--- src/rtl/vga_sync_entity_latch.sv ---
// -----------------------------------------------------------------------------
// vga_sync_entity_latch
//
// Purpose:
//   Generates 640x480@60 VGA timing by default (pixel/line counters plus the
//   hsync/vsync/display_on strobes and a per-frame tick). It also keeps a shadow
//   copy of the nine entity words. The shadow is refreshed only at the end of
//   the last visible line, through a level-sensitive req/ack handshake, so the
//   renderer never sees an entity change part-way through a frame.
//
// Ports:
//   clk               pixel clock
//   reset             asynchronous, active-high reset
//   entity_in_1..9    staged entity words from game logic (8/9 = flip channels)
//   update_req        shadow update request (entity_in_* stable while high)
//   update_ack        one-cycle pulse after the shadow has been captured
//   entity_1..7,
//   entity_8_Flip,
//   entity_9_Flip     shadow entity words to the frame buffer
//   counter_H/V       horizontal pixel / vertical line counters
//   hsync, vsync      active-low sync strobes
//   display_on        high inside the visible area
//   frame_tick        one-cycle pulse at H=0/V=0 (not on the first cycle after reset)
//
// Build option:
//   VGA_SYNC_ALIGN_EN  when defined, hsync/vsync/display_on lag the counters by
//                      one clock to line up with the frame buffer's registered
//                      sprite ROM. frame_tick timing is the same in both builds.
// -----------------------------------------------------------------------------
module vga_sync_entity_latch #(
   parameter int H_ACTIVE = 640,
   parameter int H_FRONT  = 16,
   parameter int H_SYNC   = 96,
   parameter int H_BACK   = 48,
   parameter int V_ACTIVE = 480,
   parameter int V_FRONT  = 10,
   parameter int V_SYNC   = 2,
   parameter int V_BACK   = 33,
   parameter int ENTITY_W = 14
) (
   input  logic                clk,
   input  logic                reset,
   input  logic [ENTITY_W-1:0] entity_in_1,
   input  logic [ENTITY_W-1:0] entity_in_2,
   input  logic [ENTITY_W-1:0] entity_in_3,
   input  logic [ENTITY_W-1:0] entity_in_4,
   input  logic [ENTITY_W-1:0] entity_in_5,
   input  logic [ENTITY_W-1:0] entity_in_6,
   input  logic [ENTITY_W-1:0] entity_in_7,
   input  logic [ENTITY_W-1:0] entity_in_8,
   input  logic [ENTITY_W-1:0] entity_in_9,
   input  logic                update_req,
   output logic                update_ack,
   output logic [ENTITY_W-1:0] entity_1,
   output logic [ENTITY_W-1:0] entity_2,
   output logic [ENTITY_W-1:0] entity_3,
   output logic [ENTITY_W-1:0] entity_4,
   output logic [ENTITY_W-1:0] entity_5,
   output logic [ENTITY_W-1:0] entity_6,
   output logic [ENTITY_W-1:0] entity_7,
   output logic [ENTITY_W-1:0] entity_8_Flip,
   output logic [ENTITY_W-1:0] entity_9_Flip,
   output logic [9:0]          counter_H,
   output logic [9:0]          counter_V,
   output logic                hsync,
   output logic                vsync,
   output logic                display_on,
   output logic                frame_tick
);

   localparam logic [9:0] H_LAST   = 10'(H_ACTIVE + H_FRONT + H_SYNC + H_BACK - 1);
   localparam logic [9:0] V_LAST   = 10'(V_ACTIVE + V_FRONT + V_SYNC + V_BACK - 1);
   localparam logic [9:0] H_ACT    = 10'(H_ACTIVE);
   localparam logic [9:0] V_ACT    = 10'(V_ACTIVE);
   localparam logic [9:0] H_SYNC_S = 10'(H_ACTIVE + H_FRONT);
   localparam logic [9:0] H_SYNC_E = 10'(H_ACTIVE + H_FRONT + H_SYNC);
   localparam logic [9:0] V_SYNC_S = 10'(V_ACTIVE + V_FRONT);
   localparam logic [9:0] V_SYNC_E = 10'(V_ACTIVE + V_FRONT + V_SYNC);
   localparam logic [9:0] V_LATCH  = 10'(V_ACTIVE - 1);

   // ID 4'hF marks an unused entity slot.
   localparam logic [ENTITY_W-1:0] ENTITY_UNUSED = {4'hF, {(ENTITY_W-4){1'b0}}};

   // Strobe decode of a counter pair: {hsync_n, vsync_n, display_on}.
   function automatic logic [2:0] decode_strobes(input logic [9:0] h, input logic [9:0] v);
      logic hs_n, vs_n, de;
      hs_n = !((h >= H_SYNC_S) && (h < H_SYNC_E));
      vs_n = !((v >= V_SYNC_S) && (v < V_SYNC_E));
      de   = (h < H_ACT) && (v < V_ACT);
      return {hs_n, vs_n, de};
   endfunction

   logic [9:0]          h_q, h_d, v_q, v_d;
   logic                h_wrap, latch_pt, frame_d;
   logic [2:0]          strb_q, strb_d;
   logic                ack_q, tick_q;
   logic [ENTITY_W-1:0] ent_in   [9];
   logic [ENTITY_W-1:0] shadow_q [9];

   assign ent_in[0] = entity_in_1;
   assign ent_in[1] = entity_in_2;
   assign ent_in[2] = entity_in_3;
   assign ent_in[3] = entity_in_4;
   assign ent_in[4] = entity_in_5;
   assign ent_in[5] = entity_in_6;
   assign ent_in[6] = entity_in_7;
   assign ent_in[7] = entity_in_8;
   assign ent_in[8] = entity_in_9;

   always_comb begin
      h_wrap   = (h_q == H_LAST);
      h_d      = h_wrap ? 10'd0 : h_q + 10'd1;
      v_d      = v_q;
      if (h_wrap) begin
         v_d = (v_q == V_LAST) ? 10'd0 : v_q + 10'd1;
      end
      // End of the last visible line: the only edge the shadow may change on.
      latch_pt = h_wrap && (v_q == V_LATCH);
      // Tick is registered, so it is raised on the edge that enters H=0/V=0.
      frame_d  = h_wrap && (v_q == V_LAST);
   end

`ifdef VGA_SYNC_ALIGN_EN
   // Decode the current (registered) counters: strobes trail them by one clock.
   assign strb_d = decode_strobes(h_q, v_q);
`else
   // Decode the next counter values so the strobes match the counters exactly.
   assign strb_d = decode_strobes(h_d, v_d);
`endif

   always_ff @(posedge clk or posedge reset) begin
      if (reset) begin
         h_q    <= 10'd0;
         v_q    <= 10'd0;
         strb_q <= 3'b110;
         ack_q  <= 1'b0;
         tick_q <= 1'b0;
         for (int i = 0; i < 9; i++) begin
            shadow_q[i] <= ENTITY_UNUSED;
         end
      end else begin
         h_q    <= h_d;
         v_q    <= v_d;
         strb_q <= strb_d;
         tick_q <= frame_d;
         if (latch_pt && update_req) begin
            for (int i = 0; i < 9; i++) begin
               shadow_q[i] <= ent_in[i];
            end
            ack_q <= 1'b1;
         end else begin
            ack_q <= 1'b0;
         end
      end
   end

   assign counter_H     = h_q;
   assign counter_V     = v_q;
   assign hsync         = strb_q[2];
   assign vsync         = strb_q[1];
   assign display_on    = strb_q[0];
   assign frame_tick    = tick_q;
   assign update_ack    = ack_q;
   assign entity_1      = shadow_q[0];
   assign entity_2      = shadow_q[1];
   assign entity_3      = shadow_q[2];
   assign entity_4      = shadow_q[3];
   assign entity_5      = shadow_q[4];
   assign entity_6      = shadow_q[5];
   assign entity_7      = shadow_q[6];
   assign entity_8_Flip = shadow_q[7];
   assign entity_9_Flip = shadow_q[8];

endmodule
--- config.mk ---
export PLATFORM = sky130hd
export DESIGN_NAME = vga_sync_entity_latch
export DESIGN_NICKNAME = d
export VERILOG_FILES = /design/src/rtl/vga_sync_entity_latch.sv
export SDC_FILE = /design/constraint.sdc
export NUM_CORES = 1
export LEC_CHECK = 0
export ABC_CLOCK_PERIOD_IN_PS = 4700
export BUFFER_PORTS_ARGS = -buffer_cell sky130_fd_sc_hd__buf_2
export CAP_MARGIN = 20
export CORE_MARGIN = 5
export CORE_UTILIZATION = 30
export DETAILED_ROUTE_END_ITERATION = 7
export REMOVE_ABC_BUFFERS = 1
export SETUP_SLACK_MARGIN = 0.4
export SLEW_MARGIN = 20
export SYNTH_ARGS = -nofsm -noshare
export SYNTH_HDL_FRONTEND = slang
export SYNTH_SLANG_ARGS = --single-unit
--- constraint.sdc ---
create_clock -name clk -period 4.7 [get_ports clk]
set_input_delay 0.47 -clock clk [delete_from_list [all_inputs] [get_ports clk]]
set_output_delay 0.47 -clock clk [all_outputs]
set_load 0.05 [all_outputs]
==> run summary, run 1 <==
CP delay by family, top = simple AND/OR/NAND/NOR gates
Stages on worst setup path = 6
total number of vias = 4357
CP max-delay cell = buf_4
Power Dens Cells = 343.1 mW/mm2
Area growth, synth to finish = 37.59%
crit path launch type = flip-flop
library cells used by synthesis = 49
clock sink count = 151
Fillers = 1916
post-synthesis sequential area ratio = 62.33%
Worst IR Drop VDD = 0.0002130 V
Setup CP Type = flip-flop to flip-flop
EDFF count, synth = 0
Non-Filler Instances = 982
maxcap violations = 0
Iteration-0 DRC Markers = 194
cts-stage hold buffer count = 0
Tcrit/Tclk final = 59.97%
Worst EP required = 4.99 ns
routed len/inst = 15.44 um
CP max FO = 62
total global routing overflow = 0
Crit path arrival time = 3.10 ns
Rel. slew slack = 46.04%
buffer levels on the longest clock path = 2
Yosys warning count = 0
unrepaired setup endpoints after global routing = no
HP Class = input pin to asynchronous set/reset pin
vias per inst = 4.437
Layout Nets = 831
DRC violations left = 0
status = completed
initial core utilization = 30.43%
cells taking the most area after synthesis = dfrtp_1 (46%), dfstp_2 (16%), mux2_2 (16%)
flop2flop setup slack = 1.88 ns
Reg-to-Reg Start = counter_H[0]
layout cell share with drive strength beyond 1 = 62.31%
Total GRT Usage = 12.66%
post_cts resized = 0
die outline width = 153.0 um
Mapped Cells = 418
synthesized area per cell = 14.69 um2
die area = 0.02342 mm2
Mapped Area = 0.006138 mm2
Post-Route WL = 15160 um
vias in the first global route = 4399
#FFs+latches synth = 151
R2R depth = 6
Max Freq = 0.3548 GHz
gpl congestion = 0.8167
Slew @ Worst Pin = 0.8093 ns
Yosys top cell area share = 46.07%
P_leak = 4.623 nW
Final Hold Violating Endpoints = 0
post-CTS setup buffer count = 0
number of I/O pins = 280
IO Port Bufs = 279
WP buf/inv = 1
CTS root buf = clkbuf_16
Setup Viol. Count Final = 0
worst path cell trace = ha_1, and4_1, nand3_2, nor3_4, buf_4, mux2_2
crit path capture type = flip-flop
TritonRoute pass-1 iters = 6
async set-reset flop share out of synthesis = 100.0%
site row count = 52
Pwr Total = 2.898 mW
Core Region = 0.02017 mm2
Num CTS Buffers = 17
Post-Place Cells = 949
clk slew on worst S/H paths = 0.06 ns
Final Max Slew Viols = 0
die height = 153.0 um
H-tree levels = 4
first-pass GRT wire length = 24010 um
worst-skew pair later-pin latency = 0.41 ns
dominant cell type by area after synthesis = dfrtp_1
largest net degree at the start of global routing = 83
reg-to-reg endpoint = entity_6[6]
most frequent cell after synthesis = dfrtp_1
Most used DFF post-synth = dfrtp_1
CTS tree = done
Max stage delay on crit path = 0.66 ns
initial antenna violation count = 1
Final min period = 2.819 ns
Worst Skew = 0.009539 ns
Routed Antenna Nets = 0
HPWL after DPL = 11180 um
Synth top cells by count = dfrtp_1 (113), mux2_2 (86), mux2_1 (40), dfstp_2 (38), nand2_1 (17)
registers in the layout, indices dropped and copies added (netlist names):
signal,flops
entity_1,14
entity_2,14
entity_3,14
entity_4,14
entity_5,14
entity_6,14
entity_7,14
entity_8_Flip,14
entity_9_Flip,14
counter_H,10
counter_V,10
strb_q,3
frame_tick,1
update_ack,1
stage by stage:
step | cell area, um2 | util, % | hold slack (ns) | setup TNS [ns] | setup slack, ns
3_5_place_dp | 7786 | 38.60 | 0.4692 | 0 | 1.874
2_1_floorplan | 6012 | - | 0.6048 | -45.84 | -0.3950
5_1_grt | 8446 | 41.87 | 0.1884 | 0 | 1.694
3_3_place_gp | 7786 | 38.60 | 0.4615 | 0 | 1.930
4_1_cts | 8443 | 41.86 | 0.1515 | 0 | 1.864
6_report | 8446 | 41.87 | 0.1466 | 0 | 1.881
cell usage in the layout, fill, tap and decap left out, types with 3 or more instances in the layout:
cell type / n
nor3_1: 7
buf_2: 279
nand4_1: 5
nand2_1: 17
xor2_1: 5
a21oi_1: 3
inv_1: 8
nand3_1: 8
bufinv_16: 5
mux2_2: 86
ha_1: 4
mux2_1: 40
dfstp_2: 38
inv_6: 6
nor2_1: 9
xnor2_1: 5
o21ai_0: 6
nand2b_1: 3
clkbuf_16: 17
dfrtp_1: 113
and3_1: 3
per-layer routing:
metal / global-route usage, % / part of all wire, % / wire length, um / vias up
met3: 3.958 / 6.5 / 986 / 11
met4: 3.691 / 1.1 / 167 / 0
met1: 15.70 / 42 / 6292 / 2135
met2: 21.30 / 51 / 7712 / 165
li1: - / - / - / 2046
met5: 0 / 0 / 0 / -
how the worst max path moves through the flow:
stage	startpoint	end	slack, ns
after floorplan	counter_H[0]	entity_2[0]	-0.40
after global placement	counter_H[5]	entity_5[5]	1.93
after detailed placement	counter_H[0]	entity_5[8]	1.87
after CTS	counter_H[0]	entity_6[6]	1.86
after global routing	counter_H[5]	entity_3[8]	1.69
final	counter_H[0]	entity_6[6]	1.88
worst reg2reg max path, delay by kind of cell (launching register included):
kind                     cells  cell delay [ns]
AND/OR/NAND/NOR              3             0.88
buffers and inverters        1             0.67
multiplexers                 1             0.48
flip-flops                   1             0.43
adder cells (fa/ha/maj)      1             0.25
cell type report:
type,count,area (um2),share of cell area (%)
tap,270,337.8,4.000
multi-input combinational,237,2152,25.48
clock inverter,13,214.0,2.533
antenna,1,2.502,0.02963
sequential,151,3826,45.30
timing repair buffer,282,1431,16.95
clock buffer,19,442.9,5.244
inverter,9,38.79,0.4593
where the power goes:
part	internal, mW	switching, mW	total [mW]	leakage (nW)
clock network	0.966	0.553	1.52	0.315
logic	0.0392	0.0385	0.0777	2.36
registers	1.30	0	1.30	1.95
total	2.31	0.592	2.90	4.62
cells by family after synthesis:
kind of cell / after synthesis / synth area share, %
DFF: 151 / 62.33
muxes: 127 / 23.28
and+or+nand+nor: 68 / 6.462
buffers and inverters: 30 / 2.609
AOI/OAI and AO/OA: 28 / 3.078
xor gates and xnor gates: 10 / 1.427
adders and majority gates: 4 / 0.8154
Power figures use the tool's default switching activity.
==> run 2, diff against run 1 <==
--- a/config.mk
+++ b/config.mk
@@ -5,7 +5,7 @@
 export SDC_FILE = /design/constraint.sdc
 export NUM_CORES = 1
 export LEC_CHECK = 0
-export ABC_CLOCK_PERIOD_IN_PS = 4700
+export ABC_CLOCK_PERIOD_IN_PS = 2500
 export BUFFER_PORTS_ARGS = -buffer_cell sky130_fd_sc_hd__buf_2
 export CAP_MARGIN = 20
 export CORE_MARGIN = 5
==> constraint.sdc (replaced) <==
create_clock -name clk -period 2.5 [get_ports clk]
set_input_delay 0.25 -clock clk [delete_from_list [all_inputs] [get_ports clk]]
set_output_delay 0.25 -clock clk [all_outputs]
set_load 0.05 [all_outputs]
==> run 2 against run 1 <==
Effect of this change: sequential power grew 88%; worst setup slack lost 1.5 ns; die area is the same; cell count grew 3.4%; critical path type unchanged; clock power grew 61%; first-iteration DRC count shrank 48%; design area grew 4.8%; non-clock buffer count grew 34; utilization grew 2.0 points; count of clock-buffer cells in the layout is the same; via count grew 3.1%.
==> run summary, run 2 (synthesized netlist as in run 1, its figures left out) <==
Worst EP required = 2.82 ns
fin util = 43.88%
first-pass GRT wire length = 25520 um
CTS root buf = clkbuf_16
CTS tree = done
Fillers = 1906
DP Area = 0.007946 mm2
die height = 153.0 um
initial antenna violation count = 0
total global routing overflow = 0
crit path launch type = flip-flop
reg-to-reg endpoint = strb_q[1]
Total GRT Usage = 13.44%
Design Area, Final = 0.008850 mm2
Setup CP Type = flip-flop to flip-flop
Iteration-0 DRC Markers = 101
worst path cell trace = buf_4, or4b_4, or4_4, a21oi_4, o21ai_2, nand4b_1
R2R depth = 6
fin worst setup slack = 0.4288 ns
P_leak = 4.804 nW
start point of the critical path = counter_V[8]
TritonRoute pass-1 iters = 4
Tcrit/Tclk final = 82.85%
most common cell after layout, fill and taps aside = buf_2
routed len/inst = 16.05 um
WP buf/inv = 1
unrepaired setup endpoints after global routing = yes
Pwr Total = 5.044 mW
Area growth, synth to finish = 44.17%
HPWL after DPL = 11710 um
CP max FO = 5
initial core utilization = 30.43%
crit path capture = strb_q[1]
flop2flop setup slack = 0.43 ns
clock sink count = 151
Reg-to-Reg Start = counter_V[8]
crit path capture type = flip-flop
Slew @ Worst Pin = 0.5047 ns
gpl congestion = 0.7911
Final Hold Violating Endpoints = 0
Final Max Slew Viols = 0
Worst Skew = 0.01329 ns
Routed Antenna Nets = 0
HP Class = input pin to flip-flop
Max Freq = 0.4828 GHz
Num CTS Buffers = 17
total number of vias = 4494
number of I/O pins = 280
Setup Viol. Count Final = 0
Stages on worst setup path = 6
Rel. slew slack = 66.05%
Max stage delay on crit path = 0.55 ns
clk slew on worst S/H paths = 0.07 ns
layout cell share with drive strength beyond 1 = 65.64%
buffer levels on the longest clock path = 2
vias in the first global route = 4729
Inserted Diodes = 0
DRC violations left = 0
die outline width = 153.0 um
Post-Route WL = 16290 um
CP delay by family, top = simple AND/OR/NAND/NOR gates
Post-Place Cells = 962
worst-skew pair later-pin latency = 0.41 ns
die area = 0.02342 mm2
IO Port Bufs = 279
Post-Place Setup Slack = 0.2268 ns
status = completed
CP max-delay cell = or4_4
largest net degree at the start of global routing = 72
Layout Nets = 865
Core Region = 0.02017 mm2
Non-Filler Instances = 1015
Final min period = 2.071 ns
site row count = 52
maxcap violations = 0
vias per inst = 4.428
H-tree levels = 4
Worst IR Drop VDD = 0.0003856 V
Power Dens Cells = 569.9 mW/mm2
Crit path arrival time = 2.39 ns
most frequent cells in the layout = buf_2 (279), dfrtp_1 (109), mux2_2 (86), mux2_1 (40), dfstp_2 (38)
==> run 2: cell count changes in the layout (fill, tap and decap cells not counted), moves of 2 or more <==
cell,delta
inv_8,+2
buf_4,+22
clkbuf_16,+3
ha_1,-2
clkinv_4,+3
buf_6,+2
bufinv_16,-5
buf_12,+2
dfrtp_2,+4
buf_16,+4
ha_4,+2
dfrtp_1,-4
==> run 2: where the power goes <==
part	internal (mW)	leakage, nW	switching, mW
Clock	1.36	0.274	1.08
Sequential	2.45	1.95	0
Combinational	0.0770	2.58	0.0775
==> run 2: layer usage <==
metal / up-vias / GRT usage (%) / wire length [um]
met3: 16 / 4.043 / 938
met5: - / 0 / 0
met4: 0 / 3.479 / 213
met1: 2211 / 15.92 / 6623
met2: 149 / 23.81 / 8512
li1: 2118 / - / -
==> run 2: layout make-up <==
cell class / count / area, um2 / area share [%]
Multi-Input combinational cell: 237 / 2213 / 25.01
Timing Repair Buffer: 316 / 1862 / 21.04
Clock inverter: 13 / 112.6 / 1.272
Clock buffer: 19 / 454.2 / 5.132
Sequential cell: 151 / 3831 / 43.29
Inverter: 9 / 38.79 / 0.4383
Tap cell: 270 / 337.8 / 3.817
==> run 2: metrics by stage <==
step	setup TNS [ns]	hold WS (ns)
after floorplan	-545.94	0.3848
after global placement	0	0.3155
after detailed placement	0	0.3191
after CTS	0	0.02387
after global routing	0	0.03318
final	0	0.04359
==> run 2: worst min path at each step <==
stage,start,end,cells after the start
2_1_floorplan,entity_in_1[0],entity_1[0],1
3_3_place_gp,reset,entity_8_Flip[7],2
3_5_place_dp,reset,entity_8_Flip[7],2
4_1_cts,entity_in_2[8],entity_2[8],2
5_1_grt,entity_in_9[2],entity_9_Flip[2],2
6_report,entity_in_2[8],entity_2[8],2
==> run 2: worst register-to-register path, stage by stage, from the launching register on <==
cell,delay (ns)
dfrtp_1,0.40
buf_4,0.15
or4b_4,0.48
or4_4,0.55
a21oi_4,0.15
o21ai_2,0.08
nand4b_1,0.18
==> run 2: timing repair <==
item,4_1_cts,5_1_grt
pin swaps,2,5
hold buffers,1,0
setup endpoints to repair,106,114
endpoints found under the hold margin,20,0
resized for setup,7,15
cloned,2,2
setup buffers,8,8
==> run 3, diff against run 2 <==
--- a/config.mk
+++ b/config.mk
@@ -5,7 +5,7 @@
 export SDC_FILE = /design/constraint.sdc
 export NUM_CORES = 1
 export LEC_CHECK = 0
-export ABC_CLOCK_PERIOD_IN_PS = 2500
+export ABC_CLOCK_PERIOD_IN_PS = 1880
 export BUFFER_PORTS_ARGS = -buffer_cell sky130_fd_sc_hd__buf_2
 export CAP_MARGIN = 20
 export CORE_MARGIN = 5
==> constraint.sdc (replaced) <==
create_clock -name clk -period 1.88 [get_ports clk]
set_input_delay 0.188 -clock clk [delete_from_list [all_inputs] [get_ports clk]]
set_output_delay 0.188 -clock clk [all_outputs]
set_load 0.05 [all_outputs]
==> run 3 against run 2 <==
Effect of this change: the flow now finishes with violations (negative setup slack); via count rose by 20%; die area is the same; wire length is 32% higher; clock skew decreased by 0.0029 ns; sequential share of layout area fell by 9.8 points; register-to-register slack lost 0.63 ns; worst setup slack lost 0.63 ns.
==> run summary, run 3 (synthesized netlist as in run 1, its figures left out) <==
Num CTS Buffers = 17
site row count = 52
Max Freq = 0.4815 GHz
maxcap violations = 0
TritonRoute pass-1 iters = 4
Iteration-0 DRC Markers = 170
H-tree levels = 4
Final min period = 2.077 ns
Final Max Slew Viols = 0
worst path cell trace = buf_6, or4b_4, or4_4, a21oi_4, o21ai_4, nand4b_1
CP max FO = 4
gpl congestion = 0.8205
TNS Setup = -11.55 ns
Post-Place Setup Slack = -0.2240 ns
Post-Place Cells = 1000
Fillers = 1599
Area growth, synth to finish = 85.98%
Worst Skew = 0.01042 ns
Setup Viol. Count Final = 129
buffer levels on the longest clock path = 2
Max stage delay on crit path = 0.49 ns
routed len/inst = 18.03 um
total global routing overflow = 0
Power Dens Cells = 627.0 mW/mm2
largest net degree at the start of global routing = 46
vias per inst = 4.533
Post-Route WL = 21460 um
CTS tree = done
total number of vias = 5394
Slew @ Worst Pin = 0.3731 ns
CP max-delay cell = or4_4
initial core utilization = 30.43%
Layout Nets = 1039
status = finished, violations left
CP delay by family, top = simple AND/OR/NAND/NOR gates
M1 GR Usage = 19.55%
Routed Antenna Nets = 0
CTS root buf = clkbuf_16
GR Util met3 = 4.665%
Non-Filler Instances = 1190
Tcrit/Tclk final = 110.5%
Total GRT Usage = 16.68%
layout cell share with drive strength beyond 1 = 65.72%
crit path launch type = flip-flop
worst-skew pair later-pin latency = 0.41 ns
vias in the first global route = 5923
Rel. slew slack = 74.90%
HPWL after DPL = 12390 um
number of I/O pins = 280
clock sink count = 151
IO Port Bufs = 279
P_leak = 5.779 nW
Core Region = 0.02017 mm2
die height = 153.0 um
die area = 0.02342 mm2
die outline width = 153.0 um
clk slew on worst S/H paths = 0.07 ns
Pwr Total = 7.158 mW
most frequent cells in the layout = buf_2 (270), mux2_4 (126), dlygate4sd3_1 (119), dfrtp_1 (112), buf_4 (48)
Crit path arrival time = 2.40 ns
gr busiest metal = met2
HP Class = input pin to flip-flop
WP buf/inv = 1
first-pass GRT wire length = 31650 um
fin worst setup slack = -0.1968 ns
most common cell after layout, fill and taps aside = buf_2
initial antenna violation count = 1
crit path capture type = flip-flop
Final Hold Violating Endpoints = 0
DRC violations left = 0
failing checks = negative setup slack
Worst EP required = 2.20 ns
met2 usage = 29.08%
Setup CP Type = flip-flop to flip-flop
fin util = 56.60%
Worst IR Drop VDD = 0.0005954 V
unrepaired setup endpoints after global routing = yes
==> run 3: routing by layer <==
layer	vias to the layer above	wire, um
met5	-	0
met4	0	594
met3	43	1137
met2	203	11080
met1	2676	8649
li1	2472	-
==> run 3: worst paths after layout <==
path,slack [ns],startpoint,end,cells past startpoint
max in group asynchronous,0.91,reset,entity_5[10],4
worst min register to register,0.50,entity_4[7],entity_4[7],1
worst min-delay path,0.02,entity_in_6[6],entity_6[6],2
worst max register to register,-0.20,counter_V[6],strb_q[1],6
min in group asynchronous,0.32,reset,entity_8_Flip[6],3
worst max-delay path,-0.20,counter_V[6],strb_q[1],6
==> run 3: stage by stage <==
stage | cell area (um2) | hold slack [ns]
after floorplan | 6012 | 0.3228
after global placement | 8244 | 0.2121
after detailed placement | 8244 | 0.2114
after CTS | 10850 | 0.001010
after global routing | 11420 | 0.003071
final | 11420 | 0.02370
==> run 3: cell type report <==
| class | instances | area (um2) | area share [%] |
|---|---|---|---|
| multi-input combinational | 237 | 2811 | 24.63 |
| inverter | 9 | 38.79 | 0.3398 |
| clock buffer | 18 | 439.2 | 3.847 |
| clock inverter | 14 | 162.7 | 1.425 |
| tap | 270 | 337.8 | 2.959 |
| antenna | 1 | 2.502 | 0.02192 |
| timing repair buffer | 490 | 3796 | 33.25 |
| sequential | 151 | 3827 | 33.53 |
==> run 3: worst reg2reg max path, cell delays in order (launching register included) <==
cell,delay [ns]
dfrtp_1,0.42
buf_6,0.14
or4b_4,0.48
or4_4,0.49
a21oi_4,0.18
o21ai_4,0.09
nand4b_1,0.19
==> run 3: repair_timing <==
item                       4_1_cts  5_1_grt
setup endpoints to repair      146      150
buffers inserted                17       10
resized for setup              134       95
hold endpoints to repair       142        0
cloned                           5        6
hold buffers                   119        0
pin swaps                       21        5
==> run 3: power by group <==
part,internal (mW),switching (mW)
sequential,3.25,0
combinational,0.273,0.161
clock,2.03,1.44
total,5.55,1.60
